**src/rtl/pulse_width_monitor.sv**
```systemverilog
// Edge detector and high-pulse width meter for a serial bit stream.
// Measured widths are queued in a small FIFO and read out over valid/ready.
module pulse_width_monitor #(
   parameter int unsigned CNT_W = 8,
   parameter int unsigned DEPTH = 4,
   parameter int unsigned AW    = 2
) (
   input  logic             clk,
   input  logic             rst,
   input  logic             in,
   input  logic             en,
   output logic             rise_pulse,
   output logic             fall_pulse,
   output logic [CNT_W-1:0] rise_cnt,
   output logic [CNT_W-1:0] fall_cnt,
   output logic [CNT_W-1:0] pw_data,
   output logic             pw_valid,
   input  logic             pw_ready,
   output logic             overflow
);

   localparam logic [CNT_W-1:0] CntMax  = '1;
   localparam logic [AW:0]      FullCnt = (AW+1)'(DEPTH);

   logic             in_q, in_d;
   logic             rise_q, rise_d;
   logic             fall_q, fall_d;
   logic [CNT_W-1:0] rise_cnt_q, rise_cnt_d;
   logic [CNT_W-1:0] fall_cnt_q, fall_cnt_d;
   logic [CNT_W-1:0] wcnt_q, wcnt_d;
   logic             overflow_q, overflow_d;

   logic [CNT_W-1:0] mem_q [DEPTH];
   logic [AW-1:0]    wr_ptr_q, wr_ptr_d;
   logic [AW-1:0]    rd_ptr_q, rd_ptr_d;
   logic [AW:0]      count_q, count_d;

   logic rise_smp, fall_smp, high_smp;
   logic full, pop, push_ok, drop;

   // Sample classification; all gated by en so a frozen path sees no edges.
   assign rise_smp = en & in & ~in_q;
   assign fall_smp = en & ~in & in_q;
   assign high_smp = en & in & in_q;

   assign full     = (count_q == FullCnt);
   assign pop      = (count_q != '0) & pw_ready;
   // A full FIFO still accepts a width when the head leaves in the same cycle.
   assign push_ok  = fall_smp & (~full | pop);
   assign drop     = fall_smp & full & ~pop;

   always_comb begin
      in_d       = in_q;
      rise_d     = 1'b0;
      fall_d     = 1'b0;
      rise_cnt_d = rise_cnt_q;
      fall_cnt_d = fall_cnt_q;
      wcnt_d     = wcnt_q;
      overflow_d = overflow_q | drop;

      if (en) begin
         in_d   = in;
         rise_d = rise_smp;
         fall_d = fall_smp;
      end

      if (rise_smp && (rise_cnt_q != CntMax)) begin
         rise_cnt_d = rise_cnt_q + 1'b1;
      end
      if (fall_smp && (fall_cnt_q != CntMax)) begin
         fall_cnt_d = fall_cnt_q + 1'b1;
      end

      if (rise_smp) begin
         wcnt_d = CNT_W'(1);
      end else if (high_smp) begin
         wcnt_d = (wcnt_q != CntMax) ? wcnt_q + 1'b1 : wcnt_q;
      end else if (fall_smp) begin
         wcnt_d = '0;
      end
   end

   always_comb begin
      wr_ptr_d = push_ok ? wr_ptr_q + 1'b1 : wr_ptr_q;
      rd_ptr_d = pop     ? rd_ptr_q + 1'b1 : rd_ptr_q;
      unique case ({push_ok, pop})
         2'b10:   count_d = count_q + 1'b1;
         2'b01:   count_d = count_q - 1'b1;
         default: count_d = count_q;
      endcase
   end

   always_ff @(posedge clk) begin
      if (!rst) begin
         in_q       <= 1'b0;
         rise_q     <= 1'b0;
         fall_q     <= 1'b0;
         rise_cnt_q <= '0;
         fall_cnt_q <= '0;
         wcnt_q     <= '0;
         overflow_q <= 1'b0;
         wr_ptr_q   <= '0;
         rd_ptr_q   <= '0;
         count_q    <= '0;
         for (int i = 0; i < int'(DEPTH); i++) begin
            mem_q[i] <= '0;
         end
      end else begin
         in_q       <= in_d;
         rise_q     <= rise_d;
         fall_q     <= fall_d;
         rise_cnt_q <= rise_cnt_d;
         fall_cnt_q <= fall_cnt_d;
         wcnt_q     <= wcnt_d;
         overflow_q <= overflow_d;
         wr_ptr_q   <= wr_ptr_d;
         rd_ptr_q   <= rd_ptr_d;
         count_q    <= count_d;
         if (push_ok) begin
            mem_q[wr_ptr_q] <= wcnt_q;
         end
      end
   end

   assign rise_pulse = rise_q;
   assign fall_pulse = fall_q;
   assign rise_cnt   = rise_cnt_q;
   assign fall_cnt   = fall_cnt_q;
   assign overflow   = overflow_q;
   assign pw_valid   = (count_q != '0);
   assign pw_data    = mem_q[rd_ptr_q];

endmodule

```
**config.mk**
```make
export PLATFORM = sky130hd
export DESIGN_NAME = pulse_width_monitor
export DESIGN_NICKNAME = d
export VERILOG_FILES = /design/src/rtl/pulse_width_monitor.sv
export SDC_FILE = /design/constraint.sdc
export NUM_CORES = 1
export LEC_CHECK = 0
export ABC_AREA = 1
export BUFFER_PORTS_ARGS = -buffer_cell sky130_fd_sc_hd__buf_2
export CELL_PAD_IN_SITES_DETAIL_PLACEMENT = 1
export CELL_PAD_IN_SITES_GLOBAL_PLACEMENT = 2
export CORE_MARGIN = 4
export CORE_UTILIZATION = 35
export DETAILED_ROUTE_END_ITERATION = 6
export HOLD_SLACK_MARGIN = 0.15
export PLACE_DENSITY_LB_ADDON = 0.1
export SYNTH_ARGS = -nofsm -noshare
export SYNTH_HDL_FRONTEND = slang
export SYNTH_SLANG_ARGS = --single-unit
```
**constraint.sdc**
```tcl
create_clock -name clk -period 2.25 [get_ports clk]
set_clock_uncertainty 0.1 [all_clocks]
set_input_delay 0.5625 -clock clk [delete_from_list [all_inputs] [get_ports clk]]
set_output_delay 0.5625 -clock clk [all_outputs]
set_load 0.01 [all_outputs]
```
==> out/results.ini <==
[die]
io_pins = 33
num_rows = 35
coreArea_mm2 = 0.00920
floorplan.initialDensity = 0.356
die_width_um = 105
die-height_um = 105
die_area_mm2 = 0.0110

[power_and_ir_drop]
cellInternalPower_mw = 2.05
clkPwrFrac = 0.425
p_per_area_mw_per_mm2 = 701
seqPwrFrac = 0.500
combinationalPowerShare = 0.075
power.ir.vdd_worst_v = 0.000242
p_switching_uw = 679
power.switching_fraction = 0.248
power_leakage_nw = 1.64

[synth]
yosys_warnings = 0
avgSynthCellArea_um2 = 8.03
yosys-top-cells-area = sky130_fd_sc_hd__edfxtp_1 (29%), sky130_fd_sc_hd__dfxtp_1 (23%), sky130_fd_sc_hd__nand2_1 (10%)
syn_nets = 418
synth_top_area_share = 0.293
sequential_fraction_of_the_synthesis_area = 0.519
syn_area_mm2 = 0.00328
synth_cell_type_count = 31
ys_ff_latch = 69
post_synth_inst_count = 408
library_cell_occupying_the_most_area_in_the_post_synthesis_netlist = sky130_fd_sc_hd__edfxtp_1

[place]
port_buffers = 32
place_congestion = 0.754
numPlacedInstances = 558
hpwl_um = 6050

[layout]
num-nets-final = 470
multi_input_area_mm2 = 0.00136
num-fill-cells = 1152
postLayoutCoreUtil = 0.424
final_layout_size_suffix_gt1_frac = 0.170
regArea_mm2 = 0.00170
area.growth.synth_to_final_pct = 18.9
fin_cells = 576
antenna_diode_count = 0

[grt]
global_route.usage.total = 0.160
first_global_vias = 2872
grt_antenna_before_repair = 0
pin_count_of_the_biggest_net_entering_global_routing = 22
wire_length_of_the_first_global_routing_pass_um = 14000
grt_overflow = 0

[route]
drt-vias-per-instance = 4.87
ant_nets = 0
drtIter0Drc = 89
routedWlPerCell_um = 14.3
vias = 2807
drt_first_pass_iters = 4
drt_drc_violations_left = 0
finalWirelength_um = 8240

[clock_tree]
clock_tree_from_tritoncts = yes
clk_transition_reported_paths_ns = 0.08
cts_max_level = 3
clk_path_buf_depth = 2
root_buffer = sky130_fd_sc_hd__clkbuf_8
clock_latency_at_the_later_pin_of_the_worst_skew_pair_ns = 0.34
cts.sinks = 69
total_of_hold_buffers_inserted_after_clock_tree_synthesis = 0
cts_made_buffers = 9

[timing]
setup_viol = 0
fin_worst_hold_slack_ns = 0.389
max_slew_margin = 0.682
timing.final.crit_period_ns = 2.12
grt_setup_unrepaired = no
maxClockFrequency_mhz = 472
final_count_of_hold_timing_violations = 0
timing.final.crit_share = 0.942
slew_violations = 0
worst_slew_pin_tran_ns = 0.475

[setup_path]
critical_path_required_ns = 1.59
worst_setup_path_start_kind = flop
r2r-end = count_q[2]
cp_cell_sequence = clkinvlp_4 -> buf_4 -> nor2_1 -> o22ai_1 -> buf_2
crit_path_end = pw_data[0]
slowest_stage = sky130_fd_sc_hd__dfxtp_2
crit_type = reg2out
critPathCaptureType = primary output
critical_path.max_stage_delay_ns = 0.36
worst-path-max-fanout = 14
regToRegSetupSlack_ns = 0.24
worst_r2r_path_depth = 9
cp_data_arrival_time_ns = 1.46
rr_startpoint = count_q[1]

[min_path]
timing.hold.worst.class = reg2reg

[run]
cap_violations = 0

[run_status]
run_status = complete, no violations

-- cell families (layout without fill, tap and decap cells) --
family / Yosys count / in the layout / synth area share
flops: 69 / 69 / 0.519
compound gates: 73 / 73 / 0.123
buf+inv: 56 / 113 / 0.0653
xor+xnor: 4 / 4 / 0.0107
simple gates: 201 / 201 / 0.260
fa+ha+maj: 5 / 5 / 0.0214
-- cells in the mapped netlist, drive strengths merged --
cell type,instances
dfxtp,37
buf,1
o31ai,1
o21ai,35
nand3b,3
inv,48
xnor2,1
o22ai,8
ha,4
clkinv,2
edfxtp,32
a21boi,1
fa,1
nor2,86
clkbuf,5
nand4,1
xor2,3
nor3,4
nand2,92
a21oi,28
nand3,15
-- per-stage QoR --
| step | setup WS [ns] | total power, mW | TNS, ns | area, um^2 |
|---|---|---|---|---|
| 6_report | 0.131 | 2.73 | 0 | 3900 |
| 5_1_grt | 0.0337 | 2.87 | 0 | 3900 |
| 4_1_cts | 0.0544 | 2.77 | 0 | 3870 |
| 3_5_place_dp | -0.00467 | 1.60 | -0.00467 | 3650 |
| 3_3_place_gp | 0.0431 | 1.59 | 0 | 3650 |
| 2_1_floorplan | 0.140 | 1.52 | 0 | 3280 |
-- what timing repair did --
action                                  4_1_cts  5_1_grt
endpoints found under the setup margin        0        4
gates resized for setup                       0        5
endpoints found under the hold margin         0        0
setup buffers                                 0        2
-- per-layer routing --
layer,vias up,GRT usage,share of wire
li1,1430,-,-
met1,1336,0.217,0.49
met2,33,0.256,0.46
met3,8,0.0346,0.033
met4,0,0.0478,0.010
met5,-,0,0
-- flip-flops by register name, indices dropped and copies added (netlist names), named ones only --
signal / count
wcnt_q: 8
rise_cnt: 8
overflow: 1
fall_cnt: 8
in_q: 1
rise_pulse: 1
fall_pulse: 1
rd_ptr_q: 2
mem_q: 32
wr_ptr_q: 2
count_q: 3
-- critical path, delay by kind of cell, from the launching register on --
family	cells	cell delay, ns
compound gates	1	0.11
simple gates	1	0.08
buf+inv	3	0.57
flops	1	0.36
-- power groups by stage --
stage                     Combinational [mW]  Clock, mW  Sequential (mW)
after floorplan                        0.126          0             1.39
after global placement                 0.200          0             1.39
after detailed placement               0.205          0             1.39
after CTS                              0.206       1.20             1.36
after global routing                   0.234       1.27             1.37
final                                  0.205       1.16             1.37
-- worst min-delay path by stage --
stage                     slack, ns  cells after the start     endpoint        start
after floorplan                0.34                      1         flop  rd_ptr_q[0]
after global placement         0.34                      2     overflow     overflow
after detailed placement       0.38                      1  rd_ptr_q[0]  rd_ptr_q[0]
after CTS                      0.40                      1  rd_ptr_q[0]  rd_ptr_q[0]
after global routing           0.42                      1         flop  rd_ptr_q[0]
final                          0.39                      2     overflow     overflow
-- cells in the final DEF, fill, tap and decap left out, types with 8 or more instances in the layout --
master,synthesis,layout
sky130_fd_sc_hd__dfxtp_1,37,36
sky130_fd_sc_hd__nand3_1,13,13
sky130_fd_sc_hd__buf_4,1,15
sky130_fd_sc_hd__o21ai_0,32,31
sky130_fd_sc_hd__buf_2,0,32
sky130_fd_sc_hd__nand2_1,90,90
sky130_fd_sc_hd__edfxtp_1,32,32
sky130_fd_sc_hd__o22ai_1,8,8
sky130_fd_sc_hd__a21oi_1,26,26
sky130_fd_sc_hd__clkbuf_8,0,9
sky130_fd_sc_hd__nor2_1,82,81
sky130_fd_sc_hd__inv_1,46,44
-- area by class of cell --
type	instances	area share
Clock buffer	9	0.0318
Multi-Input combinational cell	283	0.350
Inverter	50	0.0491
Tap cell	111	0.0356
Timing Repair Buffer	47	0.0700
Clock inverter	7	0.0266
Sequential cell	69	0.437
(Power assumes the default switching activity.)
